**src/rtl/ticker_multi.sv**
```systemverilog
// ticker_multi: multi-channel one-hot LED ticker with a shared prescaler,
// per-channel stuck-at fault injection and a golden-vs-output checker.
// Ports:
//   clk, rst             clock, synchronous active-high reset
//   en, dir              tick enable, rotation direction (0 = left, 1 = right)
//   fault_en[CHANNELS]   per-channel injection enable
//   fault_mask[WIDTH]    bits forced on injected channels
//   fault_val            stuck-at value for masked bits
//   clr_err              clears err and err_count
//   pattern              registered channel patterns, channel k at [k*WIDTH +: WIDTH]
//   err, err_any         sticky per-channel mismatch flags and their OR
//   err_count            saturating count of cycles with any mismatch
module ticker_multi #(
    parameter int WIDTH    = 3,
    parameter int CHANNELS = 2,
    parameter int DIV      = 4
) (
    input  logic                      clk,
    input  logic                      rst,
    input  logic                      en,
    input  logic                      dir,
    input  logic [CHANNELS-1:0]       fault_en,
    input  logic [WIDTH-1:0]          fault_mask,
    input  logic                      fault_val,
    input  logic                      clr_err,
    output logic [CHANNELS*WIDTH-1:0] pattern,
    output logic [CHANNELS-1:0]       err,
    output logic                      err_any,
    output logic [7:0]                err_count
);

    localparam int PW = (DIV > 1) ? $clog2(DIV) : 1;
    localparam logic [PW-1:0] LAST = PW'(DIV - 1);

    logic [PW-1:0]                    presc;
    logic                             tick;
    logic [CHANNELS-1:0][WIDTH-1:0]   golden;
    logic [CHANNELS-1:0][WIDTH-1:0]   golden_d;
    logic [CHANNELS-1:0][WIDTH-1:0]   forced;
    logic [CHANNELS-1:0]              mismatch;

    function automatic logic [WIDTH-1:0] seed(input int k);
        logic [WIDTH-1:0] s;
        s = '0;
        s[k % WIDTH] = 1'b1;
        return s;
    endfunction

    always_comb begin
        tick     = en && (presc == LAST);
        forced   = golden;
        mismatch = '0;
        for (int k = 0; k < CHANNELS; k++) begin
            if (fault_en[k]) begin
                forced[k] = (golden[k] & ~fault_mask)
                          | (fault_mask & {WIDTH{fault_val}});
            end
            // golden_d is the golden value that produced the current pattern
            mismatch[k] = pattern[k*WIDTH +: WIDTH] != golden_d[k];
        end
    end

    always_ff @(posedge clk) begin
        if (rst) begin
            presc     <= '0;
            err       <= '0;
            err_count <= '0;
            for (int k = 0; k < CHANNELS; k++) begin
                golden[k]                  <= seed(k);
                golden_d[k]                <= seed(k);
                pattern[k*WIDTH +: WIDTH]  <= seed(k);
            end
        end else begin
            if (en) begin
                presc <= (presc == LAST) ? '0 : presc + 1'b1;
            end
            for (int k = 0; k < CHANNELS; k++) begin
                if (tick) begin
                    golden[k] <= dir
                        ? {golden[k][0], golden[k][WIDTH-1:1]}
                        : {golden[k][WIDTH-2:0], golden[k][WIDTH-1]};
                end
                golden_d[k]               <= golden[k];
                pattern[k*WIDTH +: WIDTH] <= forced[k];
            end
            // clear wins over a mismatch seen in the same cycle
            if (clr_err) begin
                err       <= '0;
                err_count <= '0;
            end else begin
                err <= err | mismatch;
                if (|mismatch && err_count != 8'hFF) begin
                    err_count <= err_count + 8'd1;
                end
            end
        end
    end

    assign err_any = |err;

endmodule

```
**config.mk**
```make
export PLATFORM = sky130hd
export DESIGN_NAME = ticker_multi
export DESIGN_NICKNAME = d
export VERILOG_FILES = /design/src/rtl/ticker_multi.sv
export SDC_FILE = /design/constraint.sdc
export NUM_CORES = 1
export LEC_CHECK = 0
export BUFFER_PORTS_ARGS = -buffer_cell sky130_fd_sc_hd__buf_4
export CORE_UTILIZATION = 47
export DETAILED_ROUTE_END_ITERATION = 6
export PLACE_DENSITY = 0.81
export SYNTH_ARGS = -nofsm -noshare
export SYNTH_HDL_FRONTEND = slang
export SYNTH_SLANG_ARGS = --single-unit
```
**constraint.sdc**
```tcl
create_clock -name clk -period 1.24 [get_ports clk]
set_input_delay 0.248 -clock clk [delete_from_list [all_inputs] [get_ports clk]]
set_output_delay 0.248 -clock clk [all_outputs]
set_load 0.02 [all_outputs]
```
Word-level counts from Yosys, hierarchy flattened
Cells that the tools add are included.
{"block": "totals", "reg_bits": 30, "latch_bits": 0, "mem_bits_rw": 0, "rom_bits": 0, "out_inout_bits": 17, "memories": 0}
{"block": "op_classes", "add_sub_neg": 2, "n_mul": 0, "div_mod_pow": 0, "n_lt_le_gt_ge": 0, "eq_ne": 4, "shifts": 0, "mux": 5, "bitwise_logic": 7, "reduce_logical": 5}
{"cell": "2-to-1 mux 3 bit", "count": 4}
{"cell": "AND 3 bit", "count": 3}
{"cell": "adder 8 x 1 -> 8 bit, second input constant", "count": 1}
{"cell": "!= test 8 bit, second input constant", "count": 1}
{"cell": "!= test 3 bit", "count": 2}
{"cell": "OR 3 bit", "count": 2}
{"cell": "OR reduction 2 bit", "count": 3}
{"cell": "inverter 3 bit", "count": 1}
{"cell": "adder 2 x 1 -> 2 bit, second input constant", "count": 1}
{"cell": "equality test 2 bit, second input constant", "count": 1}
{"cell": "logical AND 1 bit", "count": 2}
{"cell": "2-to-1 mux 2 bit", "count": 1}
{"cell": "OR 2 bit", "count": 1}

Depth between registers and ports, before layout
{"block": "logic_depth", "depth_word": 4, "depth_mapped": 6, "mapped_depth_nobuf": 6}

Worst setup path after synthesis
Ideal clock, no wire load.
{"block": "synth_timing", "path_kind": "flip-flop to flip-flop", "start": "reg err_count[0]", "end": "reg err_count[0]", "t_arrival_ps": 1378, "path_slack_ps": -265, "path_stages_with_launch": 7, "synth_period_minus_slack_ps": 1505, "cell_sequence": "dfxtp_1 ha_1 nand4_1 nor2_1 a21oi_1 xnor2_1 nor2_1"}
{"block": "synth_between", "elab_chain_cells": 2, "word_cells_on_any_way": 3, "classes_between": "1 x add/sub; 1 x eq/ne; 1 x reduce/logical"}
{"item": "from (decl)", "line": "29", "text": "output logic [7:0] err_count"}
{"item": "from (signal assigned)", "line": "93", "text": "err_count <= err_count + 8'd1;"}
{"item": "branches (longest 2 deep; another with adder 8 x 1 -> 8 bit)"}
Several ways; the timed one is not identified.
A chain may end at the register's enable or synchronous reset.

Final worst setup path
{"block": "layout_timing", "start": "reg pattern[2]", "end": "reg err_count[7]"}
{"block": "layout_between", "elab_chain_cells": 3}
{"item": "from (decl)", "line": "26", "text": "output logic [CHANNELS*WIDTH-1:0] pattern,"}
{"item": "from (signal, indexed assignment)", "line": "71", "text": "pattern[k*WIDTH +: WIDTH] <= seed(k);"}
{"item": "from (signal, indexed assignment)", "line": "84", "text": "pattern[k*WIDTH +: WIDTH] <= forced[k];"}
{"item": "!= test 3 bit", "line": "59", "text": "mismatch[k] = pattern[k*WIDTH +: WIDTH] != golden_d[k];"}
{"item": "OR reduction 2 bit", "line": "92", "text": "if (|mismatch && err_count != 8'hFF) begin"}
{"item": "logical AND 1 bit", "line": "92"}
Every way passes these cells.

==> qor.txt <==
Leak = 0.753 nW
WP data arrival = 1690 ps
Synth Register Bits = 30
Max Cap Viol = 0
Crit Path Category = register to register
Final Setup Violations = 9
status = complete, but fails checks
Layout area overhead = 43.6%
top_reg_cell synth = dfxtp_1
gpl congestion = 0.799
cell row count = 18
final instance area = 1840 um2
IO Port Bufs = 27
Startpoint Class = register
utilization after layout = 0.728
DRT Wirelength = 2800 um
commonest non-fill, non-tap cell in the layout = buf_4
CP endpoint kind = register
Die Y-Extent = 54.2 um
CORE AREA = 2520 um2
gr busiest metal = met2
Ant. Diodes = 0
number of global-route vias before repair = 1,056
ys async rst share = 0
Syn Area/Cell = 9.20 um2
highest clock rate = 691 MHz
initial antenna violation count = 0
Seq/Total Area, Yosys = 0.470
drt first pass iters = 4
Nets = 194
Max Root-Sink Buffers = 2
Reg clk slew, reported paths = 100 ps
Slew Viols, Final = 0
Worst Path Required = 1480 ps
met1 GRT Util = 0.227
worst-skew pair later-pin latency = 340 ps
layout cell share with drive strength beyond 1 = 0.467
Die Wd = 54.2 um
routing usage on met3 = 0.0650
vias per inst = 5.33
Post-synth EDFFs = 0
placed insts = 201
Worst Skew = 6.73 ps
IO Count = 28
worst vdd ir = 0.755 mV
non-filler cells, final = 212
root buffer cell = clkbuf_4
min cycle time layout = 1450 ps
Cell Area, Synth = 1280 um2
die area = 2930 um2
crit share post-route = 1.17
number of fillers in the final layout = 188
Initial Utilization = 0.507
Min-Delay Path Class = input port to register
Syn Nets = 152
most frequent cells in the layout = 34 x buf_4, 17 x nor2_1, 14 x dfxtp_2
total grt overflow = 0
register area = 641 um2
Critical Path Fanout Max = 6
H-tree levels = 2
area of the multi-input gates = 764 um2
Yosys warnings = 0
All-Layer GR Usage = 0.223
Netlist cell types = 26
Num Clock Sinks = 30
Antenna Nets Post-Route = 0
largest net degree at the start of global routing = 21
CTS tree = done
dpl hpwl = 2030 um
failing checks = negative setup slack
Mapped Cells = 139
via count = 1,131
hold buffers post-CTS = 0
fin worst setup slack = -208 ps
RSZ-0062 raised after global routing = yes
first-pass GRT wire length = 4400 um
Final Hold Fails = 0
max_slew headroom = 0.768
DR WL/cell = 13.2 um
Area after DPL = 1680 um2
power density over cell area = 1040 nW/um2
# DRC = 0
GRT met2 Usage = 0.384
cts bufs inserted = 5
DRT iter0 DRCs = 20
Least-Margin Pin Slew = 347 ps
## worst max-delay path: stages (launching register included)
cell	delay, ps
dfxtp_4	390
xor2_4	170
nor3_4	90
a211oi_4	360
a31oi_1	140
a41o_1	220
## synth_stat cells (2+ instances only)
cell type | n | area share
clkbuf_1 | 5 | 0.015
nand2_1 | 13 | 0.038
a211o_1 | 2 | 0.014
xor2_1 | 6 | 0.041
xnor2_1 | 4 | 0.027
a21boi_0 | 2 | 0.012
o21ai_0 | 2 | 0.0078
or2_2 | 3 | 0.015
nor3_2 | 2 | 0.016
mux2i_1 | 8 | 0.063
nor2b_1 | 5 | 0.024
a21oi_1 | 10 | 0.039
nor2_1 | 18 | 0.053
a211oi_1 | 6 | 0.035
and2_1 | 2 | 0.0098
nand3_1 | 9 | 0.035
dfxtp_1 | 30 | 0.47
inv_1 | 2 | 0.0059
ha_1 | 2 | 0.020
a311o_1 | 2 | 0.016
## final cells by class
class / instances / share of cell area
clock inverters: 2 / 0.00681
multi-input cells: 102 / 0.416
flip-flops and latches: 30 / 0.349
clock buffers: 6 / 0.0279
inverters: 2 / 0.00409
repair buffers: 40 / 0.176
well taps: 30 / 0.0204
## layer usage
metal / up-vias / wire [um]
met5: - / 0
met1: 530 / 1130
met4: 0 / 87
met3: 10 / 109
met2: 29 / 1470
li1: 562 / -
## kinds of logic after synthesis
| family | Yosys count | share of synthesized area |
|---|---|---|
| simple gates | 54 | 0.201 |
| buf+inv | 7 | 0.0206 |
| xor+xnor | 10 | 0.0685 |
| mux | 8 | 0.0626 |
| flops | 30 | 0.470 |
| compound gates | 28 | 0.159 |
| fa+ha+maj | 2 | 0.0196 |
## through the flow
stage | TNS [ps] | hold WS (ps) | worst slack (ps) | power (mW)
2_1_floorplan | -400 | 385 | -136 | 1.17
3_3_place_gp | -495 | 459 | -124 | 1.26
3_5_place_dp | -847 | 469 | -212 | 1.27
4_1_cts | -926 | 178 | -188 | 1.91
5_1_grt | -1560 | 185 | -257 | 1.99
6_report | -994 | 186 | -208 | 1.91
## path summary, 6_finish.rpt
| kind | from | end | slack, ps | depth (start not counted) |
|---|---|---|---|---|
| worst max-delay path | pattern[2] | err_count[7] | -210 | 5 |
| worst min-delay path | fault_val | pattern[1] | 190 | 3 |
| worst max register to register | pattern[2] | err_count[7] | -210 | 5 |
| worst min register to register | err[1] | err[1] | 480 | 2 |
## what timing repair did
action	CTS	global route
pin swaps	8	7
setup buffers	3	0
gates cloned	0	0
resized for setup	8	16
setup endpoints to repair	10	18
## report_power, final
group | switching [mW] | internal (mW)
registers | 0.0262 | 0.983
logic | 0.130 | 0.125
clock network | 0.371 | 0.272
total | 0.528 | 1.38
## registers in the layout (all words and copies together), names as in the netlist
signal and cells:
golden 6, presc 2, pattern 6, golden_d 6
err 2, err_count 8
No activity file was read; power rests on OpenSTA's default activity.
